===== src/rtl/div_pkg.sv =====
// Shared types and constants for the iterative restoring divider.
package div_pkg;

  typedef enum logic [1:0] {
    IDLE,
    CALC,
    FIX
  } state_t;

  // Wide enough for any practical WIDTH+FRAC_W; sliced down in the top.
  localparam logic [255:0] DBZ_ONES = '1;

  function automatic int clog2(input int value);
    int r;
    int v;
    r = 0;
    v = value - 1;
    while (v > 0) begin
      r++;
      v = v >>> 1;
    end
    return r;
  endfunction

endpackage


===== src/rtl/div_restore_step.sv =====
// One combinational restoring-division iteration on a W-bit remainder.
module div_restore_step #(
  parameter int W = 17
) (
  input  logic [W-1:0] rem,
  input  logic         din,
  input  logic [W-1:0] divisor,
  output logic [W-1:0] rem_next,
  output logic         qbit
);

  logic [W:0]   shifted;
  logic [W-1:0] diff;

  always_comb begin
    shifted  = {rem, din};
    qbit     = (shifted >= {1'b0, divisor});
    // Only taken when shifted >= divisor, so the difference fits in W bits.
    diff     = shifted[W-1:0] - divisor;
    rem_next = qbit ? diff : shifted[W-1:0];
  end

endmodule


===== src/rtl/seq_divider_param.sv =====
// Iterative fixed-point divider, one restoring step per clock.
// Optional dbz output enabled by defining DIVIDER_DBZ_EN.
module seq_divider_param
  import div_pkg::*;
#(
  parameter int WIDTH  = 16,
  parameter int FRAC_W = 16,
  parameter int SIGNED = 0
) (
  input  logic              clk,
  input  logic              rst,
  input  logic              start,
  input  logic [WIDTH-1:0]  inp1,
  input  logic [WIDTH-1:0]  inp2,
  output logic              rfd,
  output logic              valid,
  output logic [WIDTH-1:0]  oup,
  output logic [FRAC_W-1:0] frac
`ifdef DIVIDER_DBZ_EN
  ,
  output logic              dbz
`endif
);

  localparam int N  = WIDTH + FRAC_W;
  localparam int CW = clog2(N + 1);

  state_t           state_reg, state_next;
  logic [WIDTH-1:0] dvd_reg, dvs_reg;
  logic [WIDTH:0]   rem_reg;
  logic [N-1:0]     quo_reg;
  logic [CW-1:0]    cnt_reg;
  logic             neg_reg, dz_reg;

  logic [WIDTH-1:0] mag1, mag2;
  logic             neg_in;
  logic [WIDTH:0]   rem_step;
  logic             q_step;
  logic [N-1:0]     result;

  always_comb begin
    mag1   = inp1;
    mag2   = inp2;
    neg_in = 1'b0;
    if (SIGNED != 0) begin
      mag1   = inp1[WIDTH-1] ? -inp1 : inp1;
      mag2   = inp2[WIDTH-1] ? -inp2 : inp2;
      neg_in = inp1[WIDTH-1] ^ inp2[WIDTH-1];
    end
  end

  div_restore_step #(
    .W(WIDTH + 1)
  ) u_step (
    .rem      (rem_reg),
    .din      (dvd_reg[WIDTH-1]),
    .divisor  ({1'b0, dvs_reg}),
    .rem_next (rem_step),
    .qbit     (q_step)
  );

  // Sign fix-up works on the whole fixed-point value so truncation is toward zero.
  always_comb begin
    if (dz_reg)
      result = DBZ_ONES[N-1:0];
    else if (neg_reg)
      result = -quo_reg;
    else
      result = quo_reg;
  end

  always_comb begin
    state_next = state_reg;
    rfd        = 1'b0;
    case (state_reg)
      IDLE: begin
        rfd = 1'b1;
        if (start) state_next = CALC;
      end
      CALC: if (cnt_reg == CW'(N - 1)) state_next = FIX;
      FIX:  state_next = IDLE;
      default: state_next = IDLE;
    endcase
  end

  always_ff @(posedge clk or posedge rst) begin
    if (rst) state_reg <= IDLE;
    else     state_reg <= state_next;
  end

  always_ff @(posedge clk or posedge rst) begin
    if (rst) begin
      dvd_reg <= '0;
      dvs_reg <= '0;
      rem_reg <= '0;
      quo_reg <= '0;
      cnt_reg <= '0;
      neg_reg <= 1'b0;
      dz_reg  <= 1'b0;
      oup     <= '0;
      frac    <= '0;
      valid   <= 1'b0;
    end else begin
      valid <= 1'b0;
      case (state_reg)
        IDLE: if (start) begin
          dvd_reg <= mag1;
          dvs_reg <= mag2;
          neg_reg <= neg_in;
          dz_reg  <= (inp2 == '0);
          rem_reg <= '0;
          quo_reg <= '0;
          cnt_reg <= '0;
        end
        CALC: begin
          rem_reg <= rem_step;
          quo_reg <= {quo_reg[N-2:0], q_step};
          dvd_reg <= {dvd_reg[WIDTH-2:0], 1'b0};
          cnt_reg <= cnt_reg + 1'b1;
        end
        FIX: begin
          oup   <= result[N-1:FRAC_W];
          frac  <= result[FRAC_W-1:0];
          valid <= 1'b1;
        end
        default: ;
      endcase
    end
  end

`ifdef DIVIDER_DBZ_EN
  always_ff @(posedge clk or posedge rst) begin
    if (rst)                 dbz <= 1'b0;
    else if (state_reg == FIX) dbz <= dz_reg;
  end
`endif

endmodule


===== config.mk =====
export PLATFORM = sky130hd
export DESIGN_NAME = seq_divider_param
export DESIGN_NICKNAME = d
export VERILOG_FILES = /design/src/rtl/div_pkg.sv /design/src/rtl/div_restore_step.sv /design/src/rtl/seq_divider_param.sv
export SDC_FILE = /design/constraint.sdc
export NUM_CORES = 1
export LEC_CHECK = 0
export BUFFER_PORTS_ARGS = -buffer_cell sky130_fd_sc_hd__buf_4
export CORE_MARGIN = 2
export CORE_UTILIZATION = 42
export DETAILED_ROUTE_END_ITERATION = 12
export GPL_ROUTABILITY_DRIVEN = 0
export PLACE_DENSITY = 0.74
export SETUP_SLACK_MARGIN = 0.02
export SLEW_MARGIN = 10
export SYNTH_ARGS = -nofsm -noshare
export SYNTH_HDL_FRONTEND = slang
export SYNTH_SLANG_ARGS = --single-unit
export TNS_END_PERCENT = 10

===== constraint.sdc =====
create_clock -name clk -period 3.1 [get_ports clk]
set_input_delay 0.155 -clock clk [delete_from_list [all_inputs] [get_ports clk]]
set_output_delay 0.155 -clock clk [all_outputs]
set_load 0.03 [all_outputs]

==> results by stage <==
Run status:
- The flow ran to the end, and the final reports show no timing, DRC or antenna violations.

Drt:
- After detailed routing, the total wire length is between 10 and 15 mm.
- The remaining antenna violation count after routing is 0.
- The average detailed-routed wire length per instance is around 14 µm.
- After detailed routing, the number of remaining DRC violations is 0.
- The detailed route wirelength on metal2 is approximately 6.3 mm.
- The first routing iteration left 330 violations.
- The length of routed met3 wiring is 522 µm.
- The highest layer used for signal routing is met4.
- After detailed routing, the number of vias per cell comes to 5.21.
- For this run, the detailed router's first-pass iteration total came to 5.
- The wire length on met1 is approximately 6.0 mm.
- Summing over every cut layer, the via total after detailed routing is 4920.

Pwr:
- The switching portion of total power is between 30% and 40%.
- The portion of total power attributed to combinational logic is 39.6%.
- The total net switching power is roughly 2600 µW.
- The part of the total power dissipated in sequential elements is 33.5%.
- Internal power comes to around 4400 µW.
- Power spread over the standard cell area amounts to about 960 nW/µm².
- IR analysis of the VDD net gives a maximum drop of 0.422 mV.
- The part of the total power dissipated in the clock network is 26.9%.
- The leakage dissipation is 0.00336 µW.

Logic synthesis:
- The number of warnings printed during yosys synthesis is 0.
- After synthesis, the largest area contributor takes up between 50% and 60% of total cell area.
- In this run, distinct cell masters in the synthesized netlist total between 40 and 50.
- The cell area after technology mapping is about 5800 µm².
- The sequential area share after synthesis is roughly 53%.
- The synthesized design contains 123 register bits.
- Synthesis produced a netlist with a net count of 722.
- The number of instances in the synthesized netlist is 669.
- After synthesis, the cell types taking the most area are dfrtp_1 (53%), nand2_1 (10%), o21ai_0 (8.8%), nor2_1 (4.1%), ha_1 (3.7%).
- The average footprint of a synthesized cell is approximately 8.7 µm².
- The cell accounting for the most synthesized area is dfrtp_1.

Hold path:
- The worst hold path passes through 3 cells.
- For hold timing, the worst endpoint is dvd_reg[6]$_DFFE_PP0P_.
- The path type of the worst min-delay path is primary input to flip-flop.
- The startpoint of the most critical hold path is inp1[6].

GRT:
- Global routing consumed, over all layers together, around a fifth of the routing resources.
- The maximum number of pins on one net before global-route repair is 124.
- The first-pass GRT wire length is around 22 mm.
- After global routing the overflow that remains totals 0.
- The number of global-route vias before repair was 4722.
- The number of antenna violations at the first check in global routing came to 0.

Clock network:
- The number of setup buffers added after CTS is 0.
- The clock-pin slew on the worst setup and hold paths is about 0.06 ns.
- The later pin in the worst-skew pair is clocked with a latency of about 0.42 ns.
- The TritonCTS clock tree is done.
- The buffer cell driving the clock tree root is clkbuf_16.
- The clock tree synthesis step divided the H-tree into 4 levels.
- The number of sinks driven by the clock tree is about 120.
- The number of buffers on the longest clock path is 2.
- Post-CTS repair changed the size of 0 cells.
- The total clock buffers created by CTS is 17.

Setup path:
- The critical path goes through ha_1, fa_1, nor2b_1, o21ai_0, a311oi_2, nor3b_4, buf_4, a2111oi_0, a21oi_1, o21ai_1.
- In this design, the stage delay of the slowest critical-path cell is 0.38 ns.
- In this run the register-to-register setup slack is roughly 0.45 ns.
- The most critical setup path has its startpoint at dvs_reg[0]$_DFFE_PP0P_.
- Data on the critical path is required at its endpoint by ~3.4 ns.
- The worst register-to-register path ends at rem_reg[13]$_DFFE_PP0P_.
- The critical path in this run is classified as flip-flop to flip-flop.
- The worst flop-to-flop path startpoint is dvs_reg[0]$_DFFE_PP0P_.
- The depth of the worst register-to-register path is 10.
- The critical path startpoint category is a flip-flop.
- The slowest stage of the critical path belongs to the cell dfrtp_1.
- The worst path arrival time is a little under 3 ns.
- Along the worst path, the maximum fanout reaches 12.
- The endpoint kind of the worst setup timing path is a flip-flop.

STA:
- The worst hold slack is about 0.018 ns.
- Headroom to the max-slew limit came out at 25.1%.
- The total count of max-transition violations in the final report is 0.
- Setup total negative slack on the finished layout was measured at 0 ns.
- Static timing analysis puts the maximum clock frequency at between 0.3 and 0.4 GHz.
- Setup repair after global routing left no endpoint under its margin.
- The pin slew with the least headroom to its limit is 1.12 ns.
- The post-route fraction of the period consumed by the critical path is between 80 and 90%.
- The number of endpoints with negative hold slack in the final report was 0.
- Subtracting the final worst setup slack from the clock period gives 2.65 ns.
- The count of final setup violators is 0.
- On the final layout, the worst clock skew is 0.0128 ns.

Die:
- The total number of placement rows is 43.
- The die area is 14800 µm².
- The effective utilization at floorplan is a little over two fifths.
- From bottom edge to top edge, the die measures 122 µm.
- After floorplanning, the core was sized to cover 13700 µm².
- In this run the horizontal extent of the chip is 122 µm.
- In this run the count of I/O pins placed on the die edge is 69.

Final layout:
- The repair_antennas step left the layout with diodes totalling 0.
- Leaving out fill and tap cells, the most frequent cell in the layout is nand2_1.
- The layout overhead on the synthesized area is 26.3%.
- The library cells used most frequently in the layout, excluding fill and tap cells, are nand2_1 (161), dfrtp_1 (123), o21ai_0 (102), buf_4 (76), nor2_1 (63).
- The combined flip-flop and latch cell area is ~3100 µm².
- The share of final-layout standard cells stronger than drive strength 1 is 15.4%.
- In the final layout, the multi-input gates occupy between 2000 and 3000 µm².
- The flip-flop count of the largest register, all copies and words added is 32.
- The number of inserted filler cells in the final layout is roughly 1200.
- The net count of the finished layout is just over 800.

Place:
- During placement, the flow inserted port buffers numbering about 70.
- After legalization and detailed placement, the total HPWL measured ~8.1 mm.

Job:
- Across the run, the number of max-cap violations was 0.
-- routing by layer --
| metal | GRT usage [%] | vias up |
|---|---|---|
| met3 | 4.82 | 19 |
| met1 | 24.7 | 2336 |
| met5 | 0 | - |
| met4 | 6.90 | 0 |
| li1 | - | 2440 |
| met2 | 31.1 | 125 |
-- logic make-up after synthesis --
group,Yosys count,synth area share (%)
adder cells (fa/ha/maj),18,4.00
XOR/XNOR,10,1.50
AND/OR/NAND/NOR,276,19.9
buffers and inverters,63,4.12
AO/OA/AOI/OAI,177,17.3
flip-flops,123,52.8
multiplexers,2,0.344
-- worst max path at each step --
stage / endpoint
final: rem_reg[13]$_DFFE_PP0P_
after global routing: rem_reg[13]$_DFFE_PP0P_
after global placement: rem_reg[14]$_DFFE_PP0P_
after CTS: rem_reg[14]$_DFFE_PP0P_
after detailed placement: rem_reg[13]$_DFFE_PP0P_
after floorplan: rem_reg[14]$_DFFE_PP0P_
-- power groups by stage --
stage | Sequential (µW) | Clock [µW] | Combinational (µW)
floorplan | 2300 | 0 | 2180
global route | 2420 | 2020 | 3190
finish | 2370 | 1900 | 2800
detailed placement | 2380 | 0 | 2740
global placement | 2370 | 0 | 2680
CTS | 2360 | 1950 | 2790
-- critical path, delay by kind of cell, from the launching register on --
family                     cells  cell delay, ns
and+or+nand+nor                2            0.30
adders and majority gates      2            0.60
buffers and inverters          1            0.20
AOI/OAI and AO/OA              5            1.08
DFF                            1            0.38
-- cells in the mapped netlist --
master	n
nor3b_4	1
a211o_1	1
nor2_1	63
a21oi_1	30
xor2_1	5
o22ai_1	8
o21ai_1	2
nor3_1	6
nand3_1	13
dfrtp_1	123
a31oi_1	2
o211ai_1	4
o31ai_1	1
inv_1	23
o221ai_1	1
or2_2	1
buf_2	3
o21ai_0	102
or3_1	2
nor2b_1	4
o311a_1	1
a211oi_2	1
a2111oi_0	2
a22oi_1	8
buf_1	5
xnor2_1	5
a21o_1	4
nor4_1	6
and3_1	4
a311oi_2	1
nand2_1	161
a32oi_1	3
o211a_1	1
nand4_1	5
o21a_1	2
and2_1	1
mux2i_1	2
a211oi_1	3
nand2b_1	7
clkbuf_1	32
or3b_1	1
fa_1	1
or4_1	1
ha_1	17
-- metrics by stage --
stage	util (%)	setup slack, ns	instance area (µm²)	power (µW)	cells
final	53.6	0.454	7350	7070	945
after global routing	53.6	0.164	7350	7630	945
after CTS	53.6	0.478	7350	7100	945
after detailed placement	47.4	0.494	6500	5130	886
after global placement	47.4	0.574	6500	5050	886
after floorplan	-	0.664	5830	4480	669
-- cell type report --
type / instances / share of cell area (%)
Sequential cell: 123 / 41.9
Multi-Input combinational cell: 483 / 34.3
Timing Repair Buffer: 104 / 11.7
Clock buffer: 20 / 6.35
Tap cell: 180 / 3.06
Clock inverter: 12 / 1.55
Inverter: 23 / 1.22
-- what timing repair did --
| action | in CTS | in global routing |
|---|---|---|
| endpoints found under the hold margin | 149 | 0 |
| hold buffers | 27 | 0 |
| setup endpoints to repair | 0 | 0 |
Power figures use the tool's default switching activity.
